===== src/rtl/slc3_bus_pkg.sv =====
// Shared bus definitions for the SLC-3 datapath: lane select encoding and lane count.
package slc3_bus_pkg;

  typedef enum logic [1:0] {LANE00, LANE01, LANE10, LANE11} lane_sel_t;

  localparam int NUM_LANES = 4;

endpackage


===== src/rtl/demux_lane.sv =====
// One-entry output buffer for a single demux lane; free means it can take a word this cycle.
module demux_lane #(
  parameter int width = 16
) (
  input  logic             clk,
  input  logic             reset,
  input  logic             load,
  input  logic [width-1:0] data_in,
  input  logic             ready,
  output logic             valid,
  output logic [width-1:0] data_out,
  output logic             free
);

  logic             full;
  logic [width-1:0] buf_q;

  // A full lane whose consumer is ready empties at this edge, so it may refill at the same time.
  assign free     = ~full | ready;
  assign valid    = full;
  assign data_out = buf_q;

  always_ff @(posedge clk) begin
    if (reset) begin
      full  <= 1'b0;
      buf_q <= '0;
    end else if (load) begin
      full  <= 1'b1;
      buf_q <= data_in;
    end else if (full && ready) begin
      full  <= 1'b0;
    end
  end

endmodule


===== src/rtl/demux1to4_buf.sv =====
// 1-to-4 valid/ready demultiplexer with a one-word buffer per lane.
// Optional broadcast to all four lanes is enabled by defining DEMUX_BCAST_EN.
module demux1to4_buf
  import slc3_bus_pkg::*;
#(
  parameter int width = 16
) (
  input  logic             Clk,
  input  logic             Reset,
  input  logic [width-1:0] in_data,
  input  logic [1:0]       in_sel,
  input  logic             in_valid,
  output logic             in_ready,
  output logic [width-1:0] d00,
  output logic [width-1:0] d01,
  output logic [width-1:0] d10,
  output logic [width-1:0] d11,
  output logic [3:0]       out_valid,
  input  logic [3:0]       out_ready
`ifdef DEMUX_BCAST_EN
  ,
  input  logic             in_bcast
`endif
);

  lane_sel_t            sel;
  logic                 bcast;
  logic                 accept;
  logic [NUM_LANES-1:0] free;
  logic [NUM_LANES-1:0] load;
  logic [width-1:0]     lane_data [NUM_LANES];

  assign sel = lane_sel_t'(in_sel);

`ifdef DEMUX_BCAST_EN
  assign bcast = in_bcast;
`else
  assign bcast = 1'b0;
`endif

  // A broadcast word is only taken when every lane can absorb it on the same edge.
  assign in_ready = bcast ? &free : free[sel];
  assign accept   = in_valid & in_ready;

  for (genvar n = 0; n < NUM_LANES; n++) begin : g_lane
    assign load[n] = accept & (bcast | (in_sel == 2'(n)));

    demux_lane #(.width(width)) u_lane (
      .clk      (Clk),
      .reset    (Reset),
      .load     (load[n]),
      .data_in  (in_data),
      .ready    (out_ready[n]),
      .valid    (out_valid[n]),
      .data_out (lane_data[n]),
      .free     (free[n])
    );
  end

  assign d00 = lane_data[0];
  assign d01 = lane_data[1];
  assign d10 = lane_data[2];
  assign d11 = lane_data[3];

endmodule


===== config.mk =====
export PLATFORM = sky130hd
export DESIGN_NAME = demux1to4_buf
export DESIGN_NICKNAME = d
export VERILOG_FILES = /design/src/rtl/slc3_bus_pkg.sv /design/src/rtl/demux_lane.sv /design/src/rtl/demux1to4_buf.sv
export SDC_FILE = /design/constraint.sdc
export NUM_CORES = 1
export LEC_CHECK = 0
export CORE_UTILIZATION = 45
export DETAILED_ROUTE_END_ITERATION = 10
export GPL_ROUTABILITY_DRIVEN = 0
export GPL_TIMING_DRIVEN = 0
export PLACE_DENSITY_LB_ADDON = 0.05
export SYNTH_ARGS = -nofsm -noshare
export SYNTH_HDL_FRONTEND = slang
export SYNTH_SLANG_ARGS = --single-unit

===== constraint.sdc =====
create_clock -name Clk -period 3.32 [get_ports Clk]
set_input_delay 0.996 -clock Clk [delete_from_list [all_inputs] [get_ports Clk]]
set_output_delay 0.996 -clock Clk [all_outputs]
set_load 0.1 [all_outputs]

[Word level (Yosys, flattened, before mapping)]
Index checks and enable logic that the tools add are counted.
Word-level totals
  register bits: 68
  bits in latches: 0
  memory bits (writable): 0
  ROM bits: 0
  output and inout port bits: 69
  memories: 0
Cells by class
  $add $sub $neg: 0
  $mul: 0
  div/mod/pow operators: 0
  $lt $le $gt $ge: 1
  equality and inequality tests: 3
  shift-type cells: 0
  multiplexer cells: 10
  bitwise logic cells: 13
  reduce and logical (&&, ||, !) cells: 9
Operators by type and width (number)
  $mux 1: 9
  $reduce_bool 2->1: 4
  $and 1x1->1: 5
  $eq 2x2->1 const B: 2
  $logic_and 1x1->1: 4
  $not 1->1: 4
  $or 1x1->1: 4
  $lt 2x3->1 const B: 1
  $bmux 1 s2: 1
  $eq 2x1->1 const B: 1
  $logic_not 2->1: 1

[Depth between registers and ports, before layout]
  depth after elaboration: 7
  depth in mapped cells: 5
  gate-level depth less buffers: 3

[Cells and area by module]
From an unflattened synthesis, not the netlist that was laid out.
Second synthesis, totals
  cell total of the unflattened synthesis: 229
  area, all modules: 2534.9 µm²
Modules (own cells, without submodules)
  demux_lane: times used 4, cells an instance 56, area an instance 616.8 µm², sequential area each 340.3 µm²
  demux1to4_buf: times used 1, cells an instance 5, area an instance 67.6 µm², sequential area each 0.0 µm²

[Worst setup path after synthesis]
No wires, ideal clock.
  path kind: input-to-output
  start point: input port out_ready[2]
  end point: output port in_ready
  data arrival time: 2088 ps
  slack: 236 ps
  cell stages on the path: 2
  path buffers: 0
  cells stage by stage: nand2b_1 -> mux4_1
On the way
  cells in the longest elaborated chain, start to end: 3
Ends and longest elaborated chain
  start: declaration: RTL line demux1to4_buf.sv:19  | input logic [3:0] out_ready
  $or 1x1->1: RTL line demux_lane.sv:19  | assign free = ~full | ready;
  $bmux 1 s2: RTL line demux1to4_buf.sv:42  | assign in_ready = bcast ? &free : free[sel];
  $mux 1 (implied by the code): RTL line demux1to4_buf.sv:42
  end: declaration: RTL line demux1to4_buf.sv:13  | output logic in_ready,
Every way passes these cells. The select of a mux whose other input is x is not followed.

[Worst setup path in the final report]
  start point: input port out_ready[3]
  end point: output port in_ready
The elaborated chain is that of the path after synthesis.

==> qor.json <==
{
  "yosys_register_bits": 68,
  "worst_setup_path_start_kind": "input port",
  "multi_input_comb_area_um2": 1270,
  "grt_overflow": 0,
  "setup_tns_ns": 0,
  "netlist.top_cell.by_area": "dfxtp_1",
  "postPlaceCellArea_um2": 3780,
  "io_pins": 94,
  "die_height_um": 80.4,
  "worstPathArrival_ns": 2.29,
  "fin_area_um2": 3960,
  "wire_per_inst_um": 14.6,
  "timing.hold.worst.class": "flop to flop",
  "grt_first_pass_wirelength_um": 10100,
  "final-hold-violation-count": 0,
  "syn_nets": 277,
  "routed.top_layer": "met4",
  "power_density_normalized_to_cell_area_nw_per_um2": 476,
  "power.switching_mw": 0.585,
  "core.rowCount": 28,
  "drtPass1Iterations": 6,
  "timing.clock.skew_ns": 0.00865,
  "max_cap_viol_count": 0,
  "antenna_found_initial": 0,
  "yosysWarnings": 0,
  "ctsRootBufferMaster": "clkbuf_8",
  "irDropWorstVdd_v": 0.000311,
  "netlist_area_um2": 2760,
  "mostFrequentLayoutCell": "clkdlybuf4s50_1",
  "final_antenna_net_count": 0,
  "cellLeakagePower_nw": 1.69,
  "final_nets": 380,
  "max_freq_ghz": 0.305,
  "area_inside_the_core_boundary_um2": 5920,
  "cts_tree": "done",
  "portion_of_synthesized_cell_area_occupied_by_the_leading_cell_type_pct": 49.3,
  "distinct_cells_synth": 16,
  "dieWidth_um": 80.4,
  "floorplan.initialDensity_pct": 46.7,
  "clkTransAtPathRegs_ns": 0.07,
  "critPathMaxFanout": 3,
  "fill_cell_total_of_the_finished_layout": 502,
  "dieArea_um2": 6460,
  "first_iter_violations": 49,
  "crit_type": "input port to primary output",
  "dp.final_hpwl_um": 4560,
  "final-instance-count-excl-fill": 435,
  "status": "complete, no violations",
  "cts_max_path_buffers": 2,
  "sequential_cell_area_um2": 1360,
  "synth.avg_cell_area_um2": 11.0,
  "clk_latency_ns": 0.33,
  "final_max_slew_viol_count": 0,
  "p_int_mw": 1.30,
  "diodes": 0,
  "syn-instance-count": 252,
  "timing.final.crit_period_ns": 3.28,
  "cts_made_buffers": 9,
  "commonest_non_fill_non_tap_cells_in_the_layout": "clkdlybuf4s50_1 (90), nand2b_1 (85), dfxtp_1 (68), mux2i_1 (64), clkbuf_1 (13)",
  "drcViolationCount": 0,
  "grt_start_max_net_pins": 11,
  "cts_max_level": 3,
  "combinational_share_of_power_pct": 21.7,
  "totalWireLength_um": 6340,
  "yosys-top-cells-area": "dfxtp_1 (49%), mux2i_1 (23%), nand2b_1 (19%), buf_4 (1.6%), clkbuf_1 (1.4%)",
  "finish.utilization_pct": 66.9,
  "worst_relative_slew_slack_pct": 33.3,
  "place_inst": 419,
  "timing.final.setup_violations": 0,
  "proportion_of_total_power_due_to_net_switching_pct": 31.0,
  "wl_met1_um": 2850,
  "placement.io_buffers": 92,
  "pwr-share-seq_pct": 45.6,
  "post-route-period-util_pct": 98.9,
  "yosysSeqAreaShare_pct": 49.3,
  "route.vias.total": 2098,
  "via_count_of_the_first_global_routing_pass": 2064,
  "post_route_cells_drive_above_1_share_pct": 7.22,
  "clock_tree_sinks": 68,
  "detail_route.vias_per_cell": 4.82,
  "global_route.usage.total_pct": 21.4,
  "syn2layout_area_growth_pct": 43.3,
  "final.hold.worst_slack_ns": 0.475,
  "required_ns": 2.32,
  "worst-slew-pin-transition_ns": 0.998,
  "power.share.clock_pct": 32.7,
  "critPathCaptureType": "primary output",
  "met2_length_um": 3080,
  "grt_setup_unrepaired": "false",
  "routed-wl-met3_um": 358
}
==> sequential cells by signal (all words and copies together), names as in the netlist <==
name,count
g_lane.u_lane.data_out,64
g_lane.u_lane.valid,4
==> worst max-delay path, cell delays in order <==
cell and delay, ns:
clkdlybuf4s50_1 0.39, nand2b_1 0.19, mux4_2 0.51, buf_8 0.19
==> stage by stage <==
| step | worst slack [ns] | power (mW) |
|---|---|---|
| finish | 0.0371 | 1.89 |
| floorplan | 0.236 | 1.18 |
| detailed placement | -0.818 | 1.29 |
| global route | 0.00519 | 1.96 |
| CTS | 0.0167 | 1.90 |
| global placement | -0.799 | 1.29 |
==> worst paths after layout <==
| path | from | to | slack (ns) | cells past startpoint |
|---|---|---|---|---|
| worst max-delay path | out_ready[3] | in_ready | 0.04 | 4 |
| worst min-delay path | g_lane[1].u_lane.data_out[4] | g_lane[1].u_lane.data_out[4] | 0.47 | 2 |
| worst max register to register | g_lane[1].u_lane.valid | g_lane[1].u_lane.data_out[14] | 1.86 | 4 |
| worst min register to register | g_lane[1].u_lane.data_out[4] | g_lane[1].u_lane.data_out[4] | 0.47 | 2 |
==> layer usage <==
metal  GRT usage [%]  up-vias
li1                -     1035
met1            25.8     1000
met2            35.8       57
met3            7.50        6
met4            5.89        0
met5               0        -
==> power by group through the flow <==
stage               Combinational [mW]  Clock (mW)  Sequential [mW]
floorplan                        0.105           0             1.07
global placement                 0.409           0            0.878
detailed placement               0.410           0            0.879
CTS                              0.411       0.632            0.861
global route                     0.426       0.666            0.863
finish                           0.408       0.617            0.860
==> final cells by class <==
| cell class | instances | share of cell area [%] |
|---|---|---|
| clock buffer | 15 | 4.46 |
| tap | 75 | 2.37 |
| clock inverter | 1 | 0.126 |
| multi-input combinational | 163 | 32.0 |
| timing repair buffer | 92 | 23.4 |
| buffer | 21 | 3.26 |
| sequential | 68 | 34.4 |
==> what timing repair did <==
action | 4_1_cts | 5_1_grt
buffers inserted | 0 | 0
setup endpoints to repair | 1 | 1
pin swaps | 0 | 0
endpoints found under the hold margin | 0 | 0
gates resized for setup | 8 | 2
hold buffers | 0 | 0
==> cell usage after synthesis <==
| library cell | number |
|---|---|
| nand2b_1 | 85 |
| nor2b_1 | 2 |
| mux4_1 | 1 |
| buf_12 | 1 |
| buf_6 | 1 |
| nand4_1 | 1 |
| or3_1 | 2 |
| nand2_1 | 1 |
| mux2i_1 | 64 |
| buf_4 | 6 |
| nor3_1 | 2 |
| buf_2 | 3 |
| nand4b_1 | 1 |
| dfxtp_1 | 68 |
| clkbuf_1 | 10 |
| a21oi_1 | 4 |
==> logic make-up after synthesis <==
group / share of synthesized area (%)
flip-flops: 49.3
AND/OR/NAND/NOR: 21.2
multiplexers: 24.1
AO/OA/AOI/OAI: 0.725
buffers and inverters: 4.66
Power figures use the tool's default switching activity.
